File: src/rtl/mem_wb_stage_if.sv
// MEM/WB stage bus: everything that flows from the memory-access stage into
// the MEM/WB register, and the registered writeback signals leaving it.
//   slave  : the MEM/WB stage side (consumes MEM inputs, drives wb_* and mem_busy)
//   master : the upstream/register-file side (drives MEM inputs, observes wb_*)
// Inputs  : flush, mem_en_0/1, ld_en_0/1, valid_0/1, rd_we_0/1, rd_0/1,
//           alu_0/1, dc_rdata
// Outputs : wb_valid_0/1, wb_we_0/1, wb_rd_0/1, wb_data_0/1, mem_busy
interface mem_wb_stage_if #(
    parameter int unsigned DATA_WIDTH = 32,
    parameter int unsigned REG_AW     = 5
);
    logic                  flush;
    logic                  mem_en_0;
    logic                  mem_en_1;
    logic                  ld_en_0;
    logic                  ld_en_1;
    logic                  valid_0;
    logic                  valid_1;
    logic                  rd_we_0;
    logic                  rd_we_1;
    logic [REG_AW-1:0]     rd_0;
    logic [REG_AW-1:0]     rd_1;
    logic [DATA_WIDTH-1:0] alu_0;
    logic [DATA_WIDTH-1:0] alu_1;
    logic [DATA_WIDTH-1:0] dc_rdata;

    logic                  wb_valid_0;
    logic                  wb_valid_1;
    logic                  wb_we_0;
    logic                  wb_we_1;
    logic [REG_AW-1:0]     wb_rd_0;
    logic [REG_AW-1:0]     wb_rd_1;
    logic [DATA_WIDTH-1:0] wb_data_0;
    logic [DATA_WIDTH-1:0] wb_data_1;
    logic                  mem_busy;

    modport slave (
        input  flush, mem_en_0, mem_en_1, ld_en_0, ld_en_1, valid_0, valid_1,
               rd_we_0, rd_we_1, rd_0, rd_1, alu_0, alu_1, dc_rdata,
        output wb_valid_0, wb_valid_1, wb_we_0, wb_we_1, wb_rd_0, wb_rd_1,
               wb_data_0, wb_data_1, mem_busy
    );

    modport master (
        output flush, mem_en_0, mem_en_1, ld_en_0, ld_en_1, valid_0, valid_1,
               rd_we_0, rd_we_1, rd_0, rd_1, alu_0, alu_1, dc_rdata,
        input  wb_valid_0, wb_valid_1, wb_we_0, wb_we_1, wb_rd_0, wb_rd_1,
               wb_data_0, wb_data_1, mem_busy
    );
endinterface

File: src/rtl/mem_wb_stage.sv
// Dual-issue MEM/WB pipeline register.
// Picks the writeback value per slot (D-cache data for loads, ALU result
// otherwise), re-pairs the two-cycle serialized access that happens when both
// slots use the single D-cache port, suppresses writes to x0 and the older
// slot's write on a same-destination collision, and counts retirements.
// Ports:
//   clk        : clock
//   rst_n      : asynchronous active-low reset
//   bus        : mem_wb_stage_if.slave (MEM inputs in, wb_* and mem_busy out)
//   retire_cnt : retired-instruction count, wraps modulo 2^CNT_WIDTH
module mem_wb_stage #(
    parameter int unsigned DATA_WIDTH = 32,
    parameter int unsigned REG_AW     = 5,
    parameter int unsigned CNT_WIDTH  = 64
) (
    input  logic                 clk,
    input  logic                 rst_n,
    mem_wb_stage_if.slave        bus,
    output logic [CNT_WIDTH-1:0] retire_cnt
);
    typedef enum logic {FIRST, SECOND} state_t;

    state_t                state;
    logic [DATA_WIDTH-1:0] hold_data;
    logic                  hold_we;
    logic [REG_AW-1:0]     hold_rd;

    logic                  v0_q, v1_q, we0_q, we1_q;
    logic [REG_AW-1:0]     rd0_q, rd1_q;
    logic [DATA_WIDTH-1:0] data0_q, data1_q;

    logic [DATA_WIDTH-1:0] res_0, res_1;
    logic                  we_0, we_1, dual;
    logic [DATA_WIDTH-1:0] nxt0_data;
    logic                  nxt0_we;
    logic [REG_AW-1:0]     nxt0_rd;
    logic                  waw;

    assign res_0 = bus.ld_en_0 ? bus.dc_rdata : bus.alu_0;
    assign res_1 = bus.ld_en_1 ? bus.dc_rdata : bus.alu_1;
    assign we_0  = bus.valid_0 & bus.rd_we_0 & (bus.rd_0 != '0);
    assign we_1  = bus.valid_1 & bus.rd_we_1 & (bus.rd_1 != '0);
    assign dual  = bus.mem_en_0 & bus.mem_en_1 & bus.valid_0 & bus.valid_1 & ~bus.flush;

    // Slot 0's next output comes from the hold register in SECOND and from the
    // live inputs otherwise; the collision check must use whichever applies.
    always_comb begin
        nxt0_data = res_0;
        nxt0_we   = we_0;
        nxt0_rd   = bus.rd_0;
        if (state == SECOND) begin
            nxt0_data = hold_data;
            nxt0_we   = hold_we;
            nxt0_rd   = hold_rd;
        end
        waw = nxt0_we & we_1 & (nxt0_rd == bus.rd_1);
    end

    always_ff @(posedge clk or negedge rst_n) begin
        if (!rst_n) begin
            state      <= FIRST;
            hold_data  <= '0;
            hold_we    <= 1'b0;
            hold_rd    <= '0;
            v0_q       <= 1'b0;
            v1_q       <= 1'b0;
            we0_q      <= 1'b0;
            we1_q      <= 1'b0;
            rd0_q      <= '0;
            rd1_q      <= '0;
            data0_q    <= '0;
            data1_q    <= '0;
            retire_cnt <= '0;
        end else begin
            retire_cnt <= retire_cnt + CNT_WIDTH'(v0_q) + CNT_WIDTH'(v1_q);
            if (bus.flush) begin
                v0_q      <= 1'b0;
                v1_q      <= 1'b0;
                we0_q     <= 1'b0;
                we1_q     <= 1'b0;
                hold_data <= '0;
                hold_we   <= 1'b0;
                hold_rd   <= '0;
                state     <= FIRST;
            end else if (state == FIRST && dual) begin
                // First half of a serialized access: park slot 0, emit a bubble.
                hold_data <= res_0;
                hold_we   <= we_0;
                hold_rd   <= bus.rd_0;
                v0_q      <= 1'b0;
                v1_q      <= 1'b0;
                we0_q     <= 1'b0;
                we1_q     <= 1'b0;
                state     <= SECOND;
            end else begin
                // Normal issue, or second half where dc_rdata belongs to slot 1.
                // A held slot 0 was necessarily valid when captured.
                v0_q    <= (state == SECOND) ? 1'b1 : bus.valid_0;
                we0_q   <= nxt0_we & ~waw;
                rd0_q   <= nxt0_rd;
                data0_q <= nxt0_data;
                v1_q    <= bus.valid_1;
                we1_q   <= we_1;
                rd1_q   <= bus.rd_1;
                data1_q <= res_1;
                state   <= FIRST;
            end
        end
    end

    assign bus.wb_valid_0 = v0_q;
    assign bus.wb_valid_1 = v1_q;
    assign bus.wb_we_0    = we0_q;
    assign bus.wb_we_1    = we1_q;
    assign bus.wb_rd_0    = rd0_q;
    assign bus.wb_rd_1    = rd1_q;
    assign bus.wb_data_0  = data0_q;
    assign bus.wb_data_1  = data1_q;
    assign bus.mem_busy   = (state == SECOND);
endmodule

File: src/flat_wrapper.sv
// flat-port wrapper written by rule: the top's interface ports become plain ports
module mem_wb_stage_flat 
#(
    parameter int unsigned DATA_WIDTH = 32,
    parameter int unsigned REG_AW     = 5,
    parameter int unsigned CNT_WIDTH  = 64
)
  (clk, rst_n, retire_cnt, bus_flush, bus_mem_en_0, bus_mem_en_1, bus_ld_en_0, bus_ld_en_1, bus_valid_0, bus_valid_1, bus_rd_we_0, bus_rd_we_1, bus_rd_0, bus_rd_1, bus_alu_0, bus_alu_1, bus_dc_rdata, bus_wb_valid_0, bus_wb_valid_1, bus_wb_we_0, bus_wb_we_1, bus_wb_rd_0, bus_wb_rd_1, bus_wb_data_0, bus_wb_data_1, bus_mem_busy);
  mem_wb_stage_if #(.DATA_WIDTH(DATA_WIDTH), .REG_AW(REG_AW)) bus_i ();
  input  logic clk;
  input  logic rst_n;
  output logic [CNT_WIDTH-1:0] retire_cnt;
  input wire logic [$bits(bus_i.flush)-1:0] bus_flush;
  input wire logic [$bits(bus_i.mem_en_0)-1:0] bus_mem_en_0;
  input wire logic [$bits(bus_i.mem_en_1)-1:0] bus_mem_en_1;
  input wire logic [$bits(bus_i.ld_en_0)-1:0] bus_ld_en_0;
  input wire logic [$bits(bus_i.ld_en_1)-1:0] bus_ld_en_1;
  input wire logic [$bits(bus_i.valid_0)-1:0] bus_valid_0;
  input wire logic [$bits(bus_i.valid_1)-1:0] bus_valid_1;
  input wire logic [$bits(bus_i.rd_we_0)-1:0] bus_rd_we_0;
  input wire logic [$bits(bus_i.rd_we_1)-1:0] bus_rd_we_1;
  input wire logic [$bits(bus_i.rd_0)-1:0] bus_rd_0;
  input wire logic [$bits(bus_i.rd_1)-1:0] bus_rd_1;
  input wire logic [$bits(bus_i.alu_0)-1:0] bus_alu_0;
  input wire logic [$bits(bus_i.alu_1)-1:0] bus_alu_1;
  input wire logic [$bits(bus_i.dc_rdata)-1:0] bus_dc_rdata;
  output wire logic [$bits(bus_i.wb_valid_0)-1:0] bus_wb_valid_0;
  output wire logic [$bits(bus_i.wb_valid_1)-1:0] bus_wb_valid_1;
  output wire logic [$bits(bus_i.wb_we_0)-1:0] bus_wb_we_0;
  output wire logic [$bits(bus_i.wb_we_1)-1:0] bus_wb_we_1;
  output wire logic [$bits(bus_i.wb_rd_0)-1:0] bus_wb_rd_0;
  output wire logic [$bits(bus_i.wb_rd_1)-1:0] bus_wb_rd_1;
  output wire logic [$bits(bus_i.wb_data_0)-1:0] bus_wb_data_0;
  output wire logic [$bits(bus_i.wb_data_1)-1:0] bus_wb_data_1;
  output wire logic [$bits(bus_i.mem_busy)-1:0] bus_mem_busy;
  assign bus_i.flush = bus_flush;
  assign bus_i.mem_en_0 = bus_mem_en_0;
  assign bus_i.mem_en_1 = bus_mem_en_1;
  assign bus_i.ld_en_0 = bus_ld_en_0;
  assign bus_i.ld_en_1 = bus_ld_en_1;
  assign bus_i.valid_0 = bus_valid_0;
  assign bus_i.valid_1 = bus_valid_1;
  assign bus_i.rd_we_0 = bus_rd_we_0;
  assign bus_i.rd_we_1 = bus_rd_we_1;
  assign bus_i.rd_0 = bus_rd_0;
  assign bus_i.rd_1 = bus_rd_1;
  assign bus_i.alu_0 = bus_alu_0;
  assign bus_i.alu_1 = bus_alu_1;
  assign bus_i.dc_rdata = bus_dc_rdata;
  assign bus_wb_valid_0 = bus_i.wb_valid_0;
  assign bus_wb_valid_1 = bus_i.wb_valid_1;
  assign bus_wb_we_0 = bus_i.wb_we_0;
  assign bus_wb_we_1 = bus_i.wb_we_1;
  assign bus_wb_rd_0 = bus_i.wb_rd_0;
  assign bus_wb_rd_1 = bus_i.wb_rd_1;
  assign bus_wb_data_0 = bus_i.wb_data_0;
  assign bus_wb_data_1 = bus_i.wb_data_1;
  assign bus_mem_busy = bus_i.mem_busy;
  mem_wb_stage #(.DATA_WIDTH(DATA_WIDTH), .REG_AW(REG_AW), .CNT_WIDTH(CNT_WIDTH)) u_core (.clk(clk), .rst_n(rst_n), .bus(bus_i), .retire_cnt(retire_cnt));
endmodule
File: config.mk
export PLATFORM = sky130hd
export DESIGN_NAME = mem_wb_stage_flat
export DESIGN_NICKNAME = d
export VERILOG_FILES = /design/src/rtl/mem_wb_stage_if.sv /design/src/rtl/mem_wb_stage.sv /design/src/flat_wrapper.sv
export SDC_FILE = /design/constraint.sdc
export NUM_CORES = 1
export LEC_CHECK = 0
export BUFFER_PORTS_ARGS = -buffer_cell sky130_fd_sc_hd__buf_2
export CAP_MARGIN = 5
export CORE_MARGIN = 8
export CORE_UTILIZATION = 30
export DETAILED_ROUTE_END_ITERATION = 8
export GPL_TIMING_DRIVEN = 0
export PLACE_DENSITY_LB_ADDON = 0.15
export SETUP_SLACK_MARGIN = 0.15
export SYNTH_ARGS = -nofsm -noshare
export SYNTH_HDL_FRONTEND = slang
export SYNTH_SLANG_ARGS = --single-unit
File: constraint.sdc
create_clock -name clk -period 2.1 [get_ports clk]
set_input_delay 0.21 -clock clk [delete_from_list [all_inputs] [get_ports clk]]
set_output_delay 0.21 -clock clk [all_outputs]
set_load 0.02 [all_outputs]
# ---- Word level (Yosys, flattened, before mapping)
# Cells that the tools add are included.
# W data, S select, Z words.
dict set report totals {
  word_cells 58
  in_bits 117
  output_inout_bits 143
  register_bits 181
}
dict set report classes {
  n_eq_ne 1
  bitwise 15
  reduce_logical 5
  muxes 22
  addsub 2
}
# operator count
set ops {}
lappend ops {{$mux W32} 5}
lappend ops {{$add A64 B1 Y64} 2}
lappend ops {{$mux W5} 3}
lappend ops {{$mux W1} 14}
lappend ops {{$and A1 B1 Y1} 11}
lappend ops {{$reduce_bool A5 Y1} 2}
lappend ops {{$eq A5 B5 Y1} 1}
lappend ops {{$not A1 Y1} 4}
lappend ops {{$reduce_and A2 Y1} 1}
lappend ops {{$reduce_bool A2 Y1} 1}
lappend ops {{$logic_and A1 B1 Y1} 1}

# ---- Longest topological paths before layout
dict set report depth {
  ltp_word 9
  ltp_mapped 9
  mapped_depth_nobuf 9
}

# ---- Worst setup path after synthesis
# OpenSTA, ideal clock, no wires.
dict set report synth_path {
  kind {register -> register}
  start {register u_core.v1_q, in the netlist u_core.bus.wb_valid_1}
  end {register u_core.retire_cnt[56]}
  stages_incl_launch_ff 10
  slack_ns -0.263
  arrival_time_ns 2.283
  n_path_buf 0
  synth_period_minus_slack_ns 2.363
  setup_time_ns 0.080
  required_ns 2.020
  cell_sequence {dfrtp_1 -> inv_1 -> fa_1 -> inv_1 -> ha_1 -> nand4_1 -> nor4_4 -> nand4_4 -> nor4b_4 -> xor2_1}
}
dict set report synth_between {
  elab_chain_len 1
}
# item line
set synth_lines {}
lappend synth_lines {{start: declaration} mem_wb_stage.sv:28} ;# logic v0_q, v1_q, we0_q, we1_q;
lappend synth_lines {{start signal: assignment} mem_wb_stage.sv:102} ;# v1_q <= bus.valid_1;
lappend synth_lines {{$add A64 B1 Y64} mem_wb_stage.sv:75} ;# retire_cnt <= retire_cnt + CNT_WIDTH'(v0_q) + CNT_WIDTH'(v1_q);
lappend synth_lines {{end signal: assignment} mem_wb_stage.sv:75}
lappend synth_lines {{end: declaration} mem_wb_stage.sv:19} ;# output logic [CNT_WIDTH-1:0] retire_cnt
# Every way passes these cells.
# A chain may end at the register's enable or synchronous reset.

# ---- Worst setup path after layout
dict set report layout_path {
  start {register u_core.v1_q, in the netlist u_core.bus.wb_valid_1}
  end {register u_core.retire_cnt[45]}
}
# The elaborated chain is that of the path after synthesis.

==> flow_summary.ini <==
[timing]
period_share_pct = 106
hold_viol_final = 0
setup_tns_ns = -1.54
setup_viol = 25
holdWs_ns = 0.0370
setup_ws_ns = -0.119
worst_pin_slew_ns = 1.06
skew_ns = 0.0157
relSlewSlack_pct = 29.3
min_period_ns = 2.22
drv_slew = 0
timing.fmax_ghz = 0.451
rsz0062_at_grt = true

[cts]
clk_pin_slew_ns = 0.07
cts_made_buffers = 17
root_buffer = clkbuf_16
clk_latency_ns = 0.43
cts.sinks = 181
cts_tree = yes
clockBufferDepth = 2
htreeDepth = 4

[power]
p_int_mw = 6.01
pwr-share-seq_pct = 45.0
clkPwrFrac_pct = 37.8
finalPower_mw = 8.67
p_sw_share_pct = 30.7
max-vdd-ir-drop_mv = 0.449
switching_power_mw = 2.66
pwr-share-comb_pct = 17.2
total_leakage_power_nw = 6.16
powerDensity_nw_per_um2 = 738

[detailed_routing]
drt_iter0_drc = 424
wl_mm = 27.9
ant_nets = 0
firstDrtPassIters = 5
viasPerCell = 4.67
num_vias = 7125
wl_per_cell_um = 18.3
drc = 0

[die]
initial_core_util_pct = 30.5
die_area_sq_um = 33900
coreArea_sq_um = 27800
die_y_um = 184
io_pins = 260
dieWidth_um = 184
num_rows = 61

[worst_hold_path]
holdPathEnd = u_core.hold_rd[2]
hp-start = bus_rd_0[2]
hold_path_class = in -> reg
min_path_cells = 3

[yosys]
syn_area_per_cell_sq_um = 10.3
yosys_warnings = 0
syn_inst = 820
syn_area_sq_um = 8470
synth_seq_cells = 181
netlist.top_cell.by_area = dfrtp_1
synth-edff-count = 0
yosysSeqAreaShare_pct = 53.5
synth_fp_nets = 939
yosysTopAreaCellShare_pct = 53.5
synth_flop_cell = dfrtp_1
ys_async_sr_fraction_pct = 100
ys_top_cells_by_area = dfrtp_1 (53%), mux2i_1 (8.3%), o21ai_0 (6.1%)
synth.distinct_cells = 40

[place]
dp_hpwl_mm = 20.3
pre_cts_slack_ns = -0.443
numPortBuffers = 257
place.gp.congestion = 0.785

[critical_path]
required_ns = 2.44
timing.rr.start = u_core.bus.wb_valid_1
worst-path-max-fanout = 5
crit_arrival_ns = 2.56
rrSetupSlack_ns = -0.12
cp-end-kind = register
rr_endpoint = u_core.retire_cnt[45]
critPathKind = reg -> reg
startpoint_type = register
ff2ff_path_depth = 13

[layout]
utilization_pct = 42.3
antenna_cells = 0
final_nets = 1253
drive_gt1_share_pct = 37.1
fillers = 2829
final_cell_mix = buf_2 (266), dfrtp_1 (177), nand2_1 (105), o21ai_0 (104), mux2i_1 (70)
final_common_cell = buf_2
multi_input_area_sq_um = 4060
synthToLayoutAreaGrowth_pct = 38.8
regArea_sq_um = 4530

[run_status]
status = complete, but fails checks
violations = setup timing

[global_route]
grtUsageTotal_pct = 16.2
grt_max_degree = 96
antenna_found_initial = 1
grt_pass1_wl_mm = 42.9
gr-total-overflow = 0
grt_pass1_vias = 7350

[flow_run]
max_cap_viol_count = 0
cell type report:
type | count | share of cell area [%]
timing repair buffer | 295 | 14.6
sequential | 181 | 38.6
tap | 378 | 4.03
buffer | 48 | 2.69
clock inverter | 15 | 1.41
inverter | 15 | 0.479
clock buffer | 17 | 3.62
multi-input combinational | 576 | 34.6
cell families (layout without fill, tap and decap cells):
group	count (synthesis)	in the layout	share of synthesized area, %
simple gates	293	293	18.7
flops	181	181	53.5
compound gates	139	139	8.35
mux	75	75	8.94
xor+xnor	67	67	6.93
buf+inv	63	390	3.22
fa+ha+maj	2	2	0.384
power by group through the flow:
stage	clock, mW	sequential, mW	combinational (mW)
floorplan	0	4.23	0.448
global placement	0	3.96	1.37
detailed placement	0	3.96	1.39
CTS	3.38	3.90	1.43
global route	3.52	3.94	1.63
finish	3.28	3.90	1.49
synthesized netlist by cell type, drive strengths merged (2+ instances only):
master  number
xnor2       30
nor2        52
xor2        37
inv         14
dfrtp      181
nor4b        3
buf         20
nor4        14
nand3       22
nand2      110
nand3b      35
or3          2
clkbuf      28
mux2         5
and2         2
nand4       16
nor3        19
a21oi       32
mux2i       70
o21ai      104
and4         3
and3         9
nand2b       4
layer usage:
layer	routed length, um	vias to the layer above	global-route usage [%]
li1	-	3451	-
met1	12400	3466	20.9
met2	13500	192	26.6
met3	1750	14	4.70
met4	212	2	3.16
met5	13	-	0
through the flow:
step / area [sq um] / instances
final: 11800 / 1525
after global routing: 11800 / 1525
after CTS: 11400 / 1505
after detailed placement: 10300 / 1456
after global placement: 10300 / 1455
after floorplan: 8510 / 820
how the worst max path moves through the flow:
stage	startpoint	to	slack [ns]
after global routing	u_core.bus.wb_valid_1	u_core.retire_cnt[44]	-0.24
after CTS	u_core.bus.wb_valid_1	u_core.retire_cnt[56]	-0.10
after global placement	rst_n	u_core.bus.mem_busy	-2.83
after floorplan	u_core.bus.wb_valid_1	u_core.retire_cnt[56]	-0.23
final	u_core.bus.wb_valid_1	u_core.retire_cnt[45]	-0.12
after detailed placement	u_core.bus.wb_valid_1	u_core.retire_cnt[56]	-0.44
state kept, by name, summed over array words and instances (netlist names), 5 cells and up:
| signal | cells |
|---|---|
| u_core.bus.wb_rd_0 | 5 |
| u_core.bus.wb_data_0 | 32 |
| u_core.hold_rd | 5 |
| u_core.bus.wb_rd_1 | 5 |
| u_core.retire_cnt | 64 |
| u_core.bus.wb_data_1 | 32 |
| u_core.hold_data | 32 |
critical path, stage by stage, from the launching register on:
cell and delay [ns]:
dfrtp_2 0.36, inv_2 0.04, fa_2 0.37, inv_2 0.08, buf_4 0.11, buf_6 0.08, buf_6 0.08, and3_4 0.17
buf_6 0.11, nand4_1 0.10, buf_6 0.18, buf_16 0.15, nor4_4 0.14, xor2_1 0.17
repair_timing:
item | 4_1_cts | 5_1_grt
pin swaps | 24 | 31
hold buffers | 4 | 0
hold endpoints to repair | 89 | 0
resized for setup | 66 | 57
setup endpoints to repair | 133 | 86
buffers inserted | 12 | 18
cloned | 1 | 2
Note: power is estimated with default switching activity, not from simulation.
